[config.mk]
export PLATFORM = sky130hd
export DESIGN_NAME = wb_sram_slave_flat
export DESIGN_NICKNAME = d
export VERILOG_FILES = /design/src/rtl/wb_sram_slave_if.sv /design/src/rtl/wb_sram_slave.sv /design/src/flat_wrapper.sv
export SDC_FILE = /design/constraint.sdc
export NUM_CORES = 1
export LEC_CHECK = 0
export ABC_AREA = 0
export CAP_MARGIN = 20
export CORE_MARGIN = 8
export CORE_UTILIZATION = 30
export DETAILED_ROUTE_END_ITERATION = 8
export SKIP_LAST_GASP = 1
export SLEW_MARGIN = 20
export SYNTH_ARGS = -nofsm -noshare
export SYNTH_HDL_FRONTEND = slang
export SYNTH_SLANG_ARGS = --single-unit
export TNS_END_PERCENT = 50
[constraint.sdc]
create_clock -name clk -period 2.6 [get_ports clk]
set_input_delay 0.52 -clock clk [delete_from_list [all_inputs] [get_ports clk]]
set_output_delay 0.52 -clock clk [all_outputs]
set_load 0.01 [all_outputs]
[src/rtl/wb_sram_slave_if.sv]
// Wishbone B4 classic bus bundle between a master and the wb_sram_slave responder.
interface wb_sram_slave_if #(
    parameter int unsigned AW = 32,
    parameter int unsigned DW = 32
);
    logic [DW-1:0]   S_DAT_I;
    logic [AW-1:0]   S_ADR_I;
    logic [DW-1:0]   S_DAT_O;
    logic            S_WE_I;
    logic [DW/8-1:0] S_SEL_I;
    logic            S_STB_I;
    logic            S_CYC_I;
    logic            S_ACK_O;
    logic            S_ERR_O;

    modport master (
        output S_DAT_I, S_ADR_I, S_WE_I, S_SEL_I, S_STB_I, S_CYC_I,
        input  S_DAT_O, S_ACK_O, S_ERR_O
    );

    modport slave (
        input  S_DAT_I, S_ADR_I, S_WE_I, S_SEL_I, S_STB_I, S_CYC_I,
        output S_DAT_O, S_ACK_O, S_ERR_O
    );
endinterface

[src/rtl/wb_sram_slave.sv]
// Wishbone B4 classic slave fronting a DEPTH-word register-file scratchpad with
// byte-lane writes, programmable wait states and an error response on decode miss.
module wb_sram_slave #(
    parameter int unsigned ADDR_WIDTH  = 32,
    parameter int unsigned DATA_WIDTH  = 32,
    parameter int unsigned DEPTH       = 16,
    parameter logic [31:0] BASE_ADDR   = 32'h0000_0000,
    parameter int unsigned WAIT_STATES = 0
) (
    input logic             clk,
    input logic             arst_n,
    wb_sram_slave_if.slave  bus
);
    localparam int unsigned IDX_W = $clog2(DEPTH);
    localparam int unsigned SEL_W = DATA_WIDTH / 8;

    localparam logic [1:0] S_IDLE = 2'd0;
    localparam logic [1:0] S_WAIT = 2'd1;
    localparam logic [1:0] S_RESP = 2'd2;

    localparam logic [3:0]            WS_LOAD = (WAIT_STATES > 0) ? 4'(WAIT_STATES - 1) : 4'd0;
    localparam logic [ADDR_WIDTH-1:0] BASE    = ADDR_WIDTH'(BASE_ADDR);

    logic [1:0]            r_state;
    logic [3:0]            r_cnt;
    logic [ADDR_WIDTH-1:0] r_adr;
    logic                  r_we;
    logic [SEL_W-1:0]      r_sel;
    logic [DATA_WIDTH-1:0] r_dat;
    logic                  r_ack;
    logic                  r_err;
    logic [DATA_WIDTH-1:0] r_dat_o;
    logic [DATA_WIDTH-1:0] r_mem [DEPTH];

    logic                  w_go;
    logic                  w_hit;
    logic [IDX_W-1:0]      w_idx;
    logic [DATA_WIDTH-1:0] w_wdata;

    assign w_go  = bus.S_CYC_I & bus.S_STB_I;
    // BASE is aligned to the window size, so a range check reduces to matching the upper bits.
    assign w_hit = (r_adr[ADDR_WIDTH-1:IDX_W+2] == BASE[ADDR_WIDTH-1:IDX_W+2]) &&
                   (r_adr[1:0] == 2'b00);
    assign w_idx = r_adr[IDX_W+1:2];

    always_comb begin
        w_wdata = r_mem[w_idx];
        for (int unsigned i = 0; i < SEL_W; i++) begin
            if (r_sel[i]) begin
                w_wdata[8*i +: 8] = r_dat[8*i +: 8];
            end
        end
    end

    always_ff @(posedge clk or negedge arst_n) begin
        if (!arst_n) begin
            r_state <= S_IDLE;
            r_cnt   <= '0;
            r_adr   <= '0;
            r_we    <= 1'b0;
            r_sel   <= '0;
            r_dat   <= '0;
            r_ack   <= 1'b0;
            r_err   <= 1'b0;
            r_dat_o <= '0;
            for (int unsigned i = 0; i < DEPTH; i++) begin
                r_mem[i] <= '0;
            end
        end else begin
            r_ack <= 1'b0;
            r_err <= 1'b0;
            case (r_state)
                S_IDLE: begin
                    // A visible ACK/ERR marks the dead cycle: STB is ignored on that edge.
                    if (w_go && !(r_ack || r_err)) begin
                        r_adr   <= bus.S_ADR_I;
                        r_we    <= bus.S_WE_I;
                        r_sel   <= bus.S_SEL_I;
                        r_dat   <= bus.S_DAT_I;
                        r_cnt   <= WS_LOAD;
                        r_state <= (WAIT_STATES > 0) ? S_WAIT : S_RESP;
                    end
                end
                S_WAIT: begin
                    if (!w_go) begin
                        r_state <= S_IDLE;
                    end else if (r_cnt == 4'd0) begin
                        r_state <= S_RESP;
                    end else begin
                        r_cnt <= r_cnt - 4'd1;
                    end
                end
                S_RESP: begin
                    r_state <= S_IDLE;
                    if (w_hit) begin
                        r_ack <= 1'b1;
                        if (r_we) begin
                            r_mem[w_idx] <= w_wdata;
                        end else begin
                            r_dat_o <= r_mem[w_idx];
                        end
                    end else begin
                        r_err   <= 1'b1;
                        r_dat_o <= '0;
                    end
                end
                default: r_state <= S_IDLE;
            endcase
        end
    end

    assign bus.S_ACK_O = r_ack;
    assign bus.S_ERR_O = r_err;
    assign bus.S_DAT_O = r_dat_o;
endmodule

[src/flat_wrapper.sv]
// flat-port wrapper written by rule: the top's interface ports become plain ports
module wb_sram_slave_flat 
#(
    parameter int unsigned ADDR_WIDTH  = 32,
    parameter int unsigned DATA_WIDTH  = 32,
    parameter int unsigned DEPTH       = 16,
    parameter logic [31:0] BASE_ADDR   = 32'h0000_0000,
    parameter int unsigned WAIT_STATES = 0
)
  (clk, arst_n, bus_S_DAT_I, bus_S_ADR_I, bus_S_WE_I, bus_S_SEL_I, bus_S_STB_I, bus_S_CYC_I, bus_S_DAT_O, bus_S_ACK_O, bus_S_ERR_O);
  wb_sram_slave_if #(.AW(32), .DW(32)) bus_i ();
  input logic clk;
  input logic arst_n;
  input wire logic [$bits(bus_i.S_DAT_I)-1:0] bus_S_DAT_I;
  input wire logic [$bits(bus_i.S_ADR_I)-1:0] bus_S_ADR_I;
  input wire logic [$bits(bus_i.S_WE_I)-1:0] bus_S_WE_I;
  input wire logic [$bits(bus_i.S_SEL_I)-1:0] bus_S_SEL_I;
  input wire logic [$bits(bus_i.S_STB_I)-1:0] bus_S_STB_I;
  input wire logic [$bits(bus_i.S_CYC_I)-1:0] bus_S_CYC_I;
  output wire logic [$bits(bus_i.S_DAT_O)-1:0] bus_S_DAT_O;
  output wire logic [$bits(bus_i.S_ACK_O)-1:0] bus_S_ACK_O;
  output wire logic [$bits(bus_i.S_ERR_O)-1:0] bus_S_ERR_O;
  assign bus_i.S_DAT_I = bus_S_DAT_I;
  assign bus_i.S_ADR_I = bus_S_ADR_I;
  assign bus_i.S_WE_I = bus_S_WE_I;
  assign bus_i.S_SEL_I = bus_S_SEL_I;
  assign bus_i.S_STB_I = bus_S_STB_I;
  assign bus_i.S_CYC_I = bus_S_CYC_I;
  assign bus_S_DAT_O = bus_i.S_DAT_O;
  assign bus_S_ACK_O = bus_i.S_ACK_O;
  assign bus_S_ERR_O = bus_i.S_ERR_O;
  wb_sram_slave #(.ADDR_WIDTH(ADDR_WIDTH), .DATA_WIDTH(DATA_WIDTH), .DEPTH(DEPTH), .BASE_ADDR(BASE_ADDR), .WAIT_STATES(WAIT_STATES)) u_core (.clk(clk), .arst_n(arst_n), .bus(bus_i));
endmodule
# After elaboration in Yosys (flattened, before gate mapping)
# Cells that the tools add are included.
word_totals:
  romBits: 0
  latchBits: 0
  mem_count: 0
  ff_bits: 621
  out_inout_bits: 34
  ramBits: 0
  input_bits: 73
classes:
  muxes: 24
  n_eq_ne: 7
  n_shift: 0
  multipliers: 0
  magnitude_cmp: 2
  addsub: 1
  bitwise_logic: 2
  n_reduce_logical: 15
  div_mod_pow: 0
op_table:
  columns: ["operator", "count"]
  rows:
  - ["$bwmux 512", 1]
  - ["$mux 32", 5]
  - ["$bmux 32 s4", 1]
  - ["$demux 32 s4", 1]
  - ["$mux 8", 4]
  - ["$logic_not 26->1", 1]
  - ["$mux 4", 3]
  - ["$pmux 4 s2", 1]
  - ["$mux 2", 3]
  - ["$reduce_and 2->1", 3]
  - ["$ge 5x5->1 const B", 1]
  - ["$lt 5x1->1 const B", 1]
  - ["$not 4->5", 1]
  - ["$logic_not 2->1", 2]
  - ["$logic_not 4->1", 1]
  - ["$mux 1", 4]
  - ["$ne 2x1->1 const B", 2]
  - ["$ne 2x2->1 const B", 2]
  - ["$pmux 2 s2", 1]
  - ["$reduce_and 4->1", 1]
  - ["$sub 4x1->4 const B", 1]
  - ["$logic_and 1x1->1", 3]
  - ["$ne 3x3->1 const B", 1]
  - ["$reduce_and 3->1", 1]
  - ["6 further kinds", 6]

# Logic depth before layout (Yosys ltp)
# Gate-level depths: netlist of the first run.
logic_depth:
  depth_word: 6
  depth_mapped: 7

# Least setup slack after synthesis of the first run
# OpenSTA, ideal clock, no wires.
synth_timing:
  path_kind: "register to register"
  startpoint: "register u_core.r_adr[28]"
  endpoint: "register u_core.r_mem[100] (netlist name)"
  path_stages_with_launch: 6
  period_less_slack_ns: 2.236
  required_ns: 2.475
  setup_time_ns: 0.125
  slack_ns: 0.364
  arrival_time_ns: 2.111
  path_cell_list: "dfrtp_1 -> nor4_1 -> nand3_1 -> nor4b_2 -> buf_2 -> mux2_2"
synth_via:
  elab_chain_cells: 3
synth_rtl:
  columns: ["item", "line", "text"]
  rows:
  - ["start, declared", "wb_sram_slave.sv:26", "logic [ADDR_WIDTH-1:0] r_adr;"]
  - ["start signal, assigned", "wb_sram_slave.sv:76", "r_adr <= bus.S_ADR_I;"]
  - ["$logic_not 26->1", "wb_sram_slave.sv:42", "assign w_hit = (r_adr[ADDR_WIDTH-1:IDX_W+2] == BASE[ADDR_WIDTH-1:IDX_W+2]) &&"]
  - ["$logic_and 1x1->1", "wb_sram_slave.sv:42", null]
  - ["$reduce_and 3->1 (no source line)", null, null]
  - ["end signal, assigned by index", "wb_sram_slave.sv:98", "r_mem[w_idx] <= w_wdata;"]
  - ["end, declared", "wb_sram_slave.sv:33", "logic [DATA_WIDTH-1:0] r_mem [DEPTH];"]
# Every way passes these cells.
# A chain may end at the register's enable or synchronous reset.

# Final worst setup path of the first run
layout_timing:
  startpoint: "register u_core.r_adr[9]"
  endpoint: "register u_core.r_mem[51] (netlist name)"
# Same word-level chain as after synthesis.

==> metrics.md, run 1 <==
| Metric | Value |
|---|---|
| Initial Util | `0.3026` |
| Final ANT Viol Nets | `0` |
| Max IR drop VDD | `481.8 uV` |
| Layout cells sized above 1 | `0.2675` |
| Diodes inserted | `0` |
| Flops & latches, synth | `616` |
| Gr usage total | `0.1613` |
| DRT Wirelength | `88430 um` |
| HPWL Detailed | `56040 um` |
| Initial antenna violation count | `0` |
| Area after DPL | `32220 sq um` |
| Clock Skews | `0.03116 ns` |
| Outcome | `completed` |
| Area growth from synthesis to layout | `19.05%` |
| Num CTS Buffers | `60` |
| Initial DRT Pass Iterations | `6` |
| Reg2reg path depth | `6` |
| Fmax | `0.3995 GHz` |
| Post-route DRC | `0` |
| Synthesized instance count | `2262` |
| Hold crit path type | `in -> async` |
| Core area | `94870 sq um` |
| Clock Tree Root | `clkbuf_16` |
| Yosys top cell by area | `dfrtp_1` |
| H-tree levels | `2` |
| Comb pwr share | `0.183` |
| Syn Nets | `2335` |
| Die width | `325.4 um` |
| Synth top area cells | `dfrtp_1 54%, mux2_2 11%, a31oi_1 11%` |
| Post-Synthesis Cell Area | `28710 sq um` |
| Crit Path Category | `reg -> reg` |
| Sequential Power Share | `0.440` |
| PD cells | `673.0 nW/um^2` |
| CP Launch Type | `flop` |
| Crit share post-route | `0.9626` |
| Int Power | `0.01618 W` |
| Number of synthesized flops with an enable pin | `0` |
| Routed len/inst | `24.10 um` |
| Seq/Total Area, Yosys | `0.5369` |
| RSZ-0062 raised after global routing | `no` |
| Syn avg cell area | `12.69 sq um` |
| Top FF cell, synth | `dfrtp_1` |
| Final estimated routing congestion in global placement | `0.8221` |
| Hold Fails Final Rpt | `0` |
| Via count | `21150` |
| Synthesis Warnings | `0` |
| CP required | `3.09 ns` |
| Library cells used by synthesis | `38` |
| CTS tree | `done` |
| Clock sink count | `616` |
| Via/cell ratio | `5.765` |
| Design Power | `0.02300 W` |
| Crit Path Max Fanout | `25` |
| Slew Limit Headroom | `0.4859` |
| Reg-to-Reg Start | `u_core.r_adr[9]` |
| # setup viols final | `0` |
| Final Instance Area | `34180 sq um` |
| Die area | `105900 sq um` |
| Fin. max-slew vios | `0` |
| Die Y | `325.4 um` |
| Ports | `107` |
| Switching Fraction | `0.2964` |
| Worst-Skew Late Latency | `0.64 ns` |
| First-pass GRT wire length | `135900 um` |
| FP Rows | `113` |
| Vias in the first global route | `22310` |
| Net load switching power | `0.006819 W` |
| Setup_tns | `0 ns` |
| Clk pin slew, worst setup/hold paths | `0.06 ns` |
| R2r setup slk | `0.1 ns` |
| Worst-margin pin slew | `0.7711 ns` |
| Clk pwr share | `0.377` |
| Synth async-reset ratio | `1.000` |
| Max_cap viols | `0` |
| WP data arrival | `3.00 ns` |
| Nets@finish | `2429` |
| Clock buffer depth | `3` |
| Min Tclk post-route | `2.503 ns` |
| Largest net degree at the start of global routing | `137` |
| Post-CTS setup buffers | `0` |
| Crit. Startpoint | `u_core.r_adr[9]` |
| Synth top area share | `0.5369` |
| Grt ovf | `0` |
| Starting DRT DRC Count | `2301` |
| Worst flop-to-flop path endpoint | `u_core.r_mem[51]` |
| Buffers added on ports | `106` |
| Crit path capture type | `flop` |
| Leak pwr | `15.00 nW` |
## registers in the layout (all words and copies together) (netlist names)
register            count
u_core.r_adr           32
u_core.bus.S_DAT_O     32
u_core.r_sel            4
u_core.r_dat           32
u_core.bus.S_ERR_O      1
u_core.bus.S_ACK_O      1
u_core.r_state          1
u_core.r_we             1
u_core.r_mem          512
## power by group through the flow
stage	Clock (W)	Sequential [W]	Combinational (W)
finish	0.00868	0.0101	0.00421
global route	0.00923	0.0101	0.00449
CTS	0.00887	0.0101	0.00418
detailed placement	0	0.0103	0.00417
global placement	0	0.0103	0.00407
floorplan	0	0.0101	0.00237
## timing repair
| action | 4_1_cts | 5_1_grt |
|---|---|---|
| endpoints found under the setup margin | 0 | 25 |
| endpoints found under the hold margin | 44 | 0 |
| gates resized for setup | 0 | 1 |
| hold buffers | 1 | 0 |
## cell type report
class / count / area (sq um)
Fill cell: 8968 / 60690
Sequential cell: 616 / 15420
Multi-Input combinational cell: 1390 / 12400
Timing Repair Buffer: 254 / 2705
Clock buffer: 88 / 1758
Tap cell: 1265 / 1583
Clock inverter: 22 / 182.7
Inverter: 34 / 127.6
## how the worst max path moves through the flow
| stage | to | slack, ns | depth (start not counted) |
|---|---|---|---|
| after global routing | u_core.r_mem[54] | 0.008 | 6 |
| after global placement | u_core.r_mem[8] | 0.07 | 6 |
| after CTS | u_core.r_mem[51] | 0.06 | 6 |
| after detailed placement | u_core.r_mem[42] | 0.09 | 6 |
| final | u_core.r_mem[51] | 0.1 | 6 |
| after floorplan | u_core.r_mem[100] | 0.36 | 5 |
## kinds of logic after synthesis
| logic type | Yosys count | synth area share |
|---|---|---|
| AO/OA/AOI/OAI | 703 | 0.1666 |
| buffers and inverters | 256 | 0.03635 |
| flip-flops | 616 | 0.5369 |
| multiplexers | 548 | 0.2345 |
| AND/OR/NAND/NOR | 139 | 0.02567 |
## per-stage QoR
step / cells / util / setup WS (ns) / hold WS (ns)
2_1_floorplan: 2262 / - / 0.3638 / 0.2244
3_3_place_gp: 3558 / 0.3396 / 0.06576 / 0.4681
3_5_place_dp: 3558 / 0.3396 / 0.09144 / 0.4763
4_1_cts: 3669 / 0.3602 / 0.06015 / 0.4502
5_1_grt: 3669 / 0.3603 / 0.007685 / 0.4619
6_report: 3669 / 0.3603 / 0.09718 / 0.4726
## worst max-delay path, cell delays in order (launching register included)
cell and delay, ns:
dfrtp_1 0.38, nor4_1 0.43, nand3_1 0.24, buf_4 0.28
nor4_4 0.37, buf_12 0.28, mux2_2 0.36
## per-layer routing
metal	track usage	wire length [um]
met5	0	0
met4	0.06308	3313
met3	0.02977	6633
met2	0.2636	41790
met1	0.2112	36700
## cell usage after synthesis, types with 5 or more instances
| library cell | n |
|---|---|
| a32oi_1 | 28 |
| a32o_1 | 28 |
| inv_1 | 33 |
| o32ai_2 | 9 |
| o32ai_1 | 23 |
| dfrtp_1 | 616 |
| a31oi_1 | 517 |
| nor4_2 | 11 |
| nor2_1 | 46 |
| buf_2 | 48 |
| mux2i_1 | 128 |
| nand2_1 | 43 |
| mux2_2 | 289 |
| clkbuf_1 | 159 |
| nor3_1 | 5 |
| mux2_1 | 67 |
| and2_1 | 5 |
| mux4_2 | 64 |
| a22oi_1 | 60 |
| buf_1 | 12 |
| and3_1 | 9 |
| a21oi_1 | 29 |
## placed cells by master, fill, tap and decap left out, types with 5 or more instances in the layout
cell             instances
a21oi_1                 29
a22oi_1                 60
a31oi_1                516
a32o_1                  28
a32oi_1                 28
and2_1                   5
and3_1                   8
buf_12                  42
buf_4                  105
clkbuf_1                14
clkbuf_16               61
clkbuf_8                13
clkdlybuf4s50_1        105
clkinv_2                13
dfrtp_1                612
inv_1                   33
mux2_1                  67
mux2_2                 289
mux2i_1                128
mux4_2                  64
nand2_1                 43
nor2_1                  38
nor2_2                   8
nor4_2                   6
nor4_4                   7
o32ai_1                 23
o32ai_2                  9
Power figures use the tool's default switching activity.
==> run 2: changes to the inputs <==
--- a/config.mk
+++ b/config.mk
@@ -6,10 +6,10 @@
 export NUM_CORES = 1
 export LEC_CHECK = 0
 export ABC_AREA = 0
-export CAP_MARGIN = 20
 export CORE_MARGIN = 8
 export CORE_UTILIZATION = 30
 export DETAILED_ROUTE_END_ITERATION = 8
+export PLACE_DENSITY = 0.54
 export SKIP_LAST_GASP = 1
 export SLEW_MARGIN = 20
 export SYNTH_ARGS = -nofsm -noshare
==> run 2 against run 1 <==
Via count is 1.3% higher. Non-clock buffer count is 11 higher. Cell count is 0.74% higher. Utilization is 0.40 points higher. Sequential cell count stayed put. Register-to-register slack better by 0.04 ns. Combinational power is 2% higher. Critical path type unchanged. Count of clock-buffer cells in the layout is 23 higher. Clock skew is 0.0078 ns lower.
==> metrics.md, run 2 (synthesized netlist as in run 1, its figures left out) <==
| Metric | Value |
|---|---|
| Initial DRT Pass Iterations | `6` |
| Via/cell ratio | `5.798` |
| Largest net degree at the start of global routing | `105` |
| Hold Fails Final Rpt | `0` |
| Max_cap viols | `0` |
| Max IR drop VDD | `384.4 uV` |
| Final estimated routing congestion in global placement | `0.7874` |
| H-tree levels | `3` |
| Clock sink count | `616` |
| Largest register FFs | `512` |
| Dpl ws | `0.1004 ns` |
| Most frequent cells in the layout | `612 x dfrtp_1, 516 x a31oi_1, 289 x mux2_2` |
| Initial antenna violation count | `0` |
| CP required | `3.08 ns` |
| Clk pin slew, worst setup/hold paths | `0.06 ns` |
| Outcome | `completed` |
| First-pass GRT wire length | `138800 um` |
| Worst-Skew Late Latency | `0.61 ns` |
| HPWL Detailed | `56780 um` |
| Crit Path Category | `reg -> reg` |
| Commonest non-fill, non-tap cell in the layout | `dfrtp_1` |
| DRT Wirelength | `90450 um` |
| Clock Skews | `0.02333 ns` |
| Setup_tns | `0 ns` |
| Reg with most FFs | `u_core.r_mem` |
| Final ANT Viol Nets | `0` |
| Routed len/inst | `24.47 um` |
| Fin. max-slew vios | `0` |
| Layout cells sized above 1 | `0.2719` |
| Min Tclk post-route | `2.459 ns` |
| Leak pwr | `15.21 nW` |
| PD cells | `698.2 nW/um^2` |
| Via count | `21430` |
| Buffers added on ports | `106` |
| Post-route DRC | `0` |
| Nets@finish | `2450` |
| Die width | `325.4 um` |
| Gr usage total | `0.1658` |
| Clock Tree Root | `clkbuf_16` |
| Crit path capture type | `flop` |
| Starting DRT DRC Count | `2558` |
| RSZ-0062 raised after global routing | `no` |
| WP data arrival | `2.94 ns` |
| Area growth from synthesis to layout | `20.37%` |
| Clock buffer depth | `3` |
| CTS tree | `done` |
| Ports | `107` |
| Crit Path Max Fanout | `32` |
| Final Worst Setup Slack | `0.1407 ns` |
| CP Launch Type | `flop` |
| Core area | `94870 sq um` |
| Slew Limit Headroom | `0.5030` |
| Initial Util | `0.3026` |
| Fmax | `0.4066 GHz` |
| Post-CTS setup buffers | `0` |
| Hold crit path type | `in -> async` |
| Crit share post-route | `0.9459` |
| FP Rows | `113` |
| Die Y | `325.4 um` |
| Worst-margin pin slew | `0.7447 ns` |
| # setup viols final | `0` |
| Vias in the first global route | `22100` |
| Diodes inserted | `0` |
| Num CTS Buffers | `70` |
| Die area | `105900 sq um` |
| Grt ovf | `0` |
[run 2: cell types whose count changed in the layout (fill, tap and decap cells not counted), moves of 2 or more]
cell | previous run | this run
nor2_2 | 8 | 6
buf_12 | 42 | 39
clkinvlp_4 | 3 | 1
clkbuf_1 | 14 | 23
clkinv_2 | 13 | 8
nor2b_4 | 0 | 2
clkbuf_16 | 61 | 72
nor2b_2 | 2 | 0
buf_4 | 105 | 119
clkbuf_8 | 13 | 16
[run 2: layout make-up]
cell class              count  area (sq um)
well taps                1265          1583
clock buffers             111          2108
flip-flops and latches    616         15420
clock inverters            15         150.1
fillers                  9001         60310
multi-input cells        1390         12420
inverters                  34         127.6
repair buffers            265          2750
[run 2: layer usage]
layer	vias to the layer above	global-route usage	routed length, um
met2	1015	0.2638	42590
met5	-	0	0
met4	0	0.05884	2607
met1	11080	0.2233	38360
li1	9141	-	-
met3	195	0.03384	6894
[run 2: report_power, final]
part           leakage, nW  internal, W  switching [W]
Clock                 1.11      0.00577        0.00394
Sequential            8.45      0.00982       0.000310
Combinational         5.65      0.00154        0.00275
Total                 15.2       0.0171        0.00700
[run 2: final timing paths]
path | from | to | slack [ns] | cells past startpoint
setup / recovery | u_core.r_adr[13] | u_core.r_mem[297] | 0.14 | 6
hold / removal | arst_n | u_core.r_mem[284] | 0.43 | 2
setup reg to reg | u_core.r_adr[13] | u_core.r_mem[297] | 0.14 | 6
hold reg to reg | u_core.r_adr[8] | u_core.r_adr[8] | 0.49 | 1
max in group asynchronous | arst_n | u_core.r_mem[161] | 1.29 | 4
min in group clk | bus_S_ADR_I[4] | u_core.r_adr[4] | 0.48 | 3
[run 2: through the flow]
step | instances | util | cell area, sq um | hold WS [ns] | total power, W
2_1_floorplan | 2262 | - | 28710 | 0.2244 | 0.01246
3_3_place_gp | 3569 | 0.3403 | 32280 | 0.4472 | 0.01445
3_5_place_dp | 3569 | 0.3403 | 32280 | 0.4504 | 0.01455
4_1_cts | 3696 | 0.3642 | 34550 | 0.4211 | 0.02434
5_1_grt | 3696 | 0.3643 | 34560 | 0.4442 | 0.02508
6_report | 3696 | 0.3643 | 34560 | 0.4326 | 0.02413
[run 2: timing repair]
item / CTS / global route
hold buffers: 1 / 0
gates resized for setup: 0 / 1
endpoints found under the setup margin: 0 / 2
hold endpoints to repair: 31 / 0
[run 2: worst max-delay path: stages, from the launching register on]
cell and delay [ns]:
dfrtp_1 0.39, nor4_2 0.40, nand4_2 0.26, buf_12 0.24, nor4_4 0.35, buf_12 0.31, mux2_2 0.38
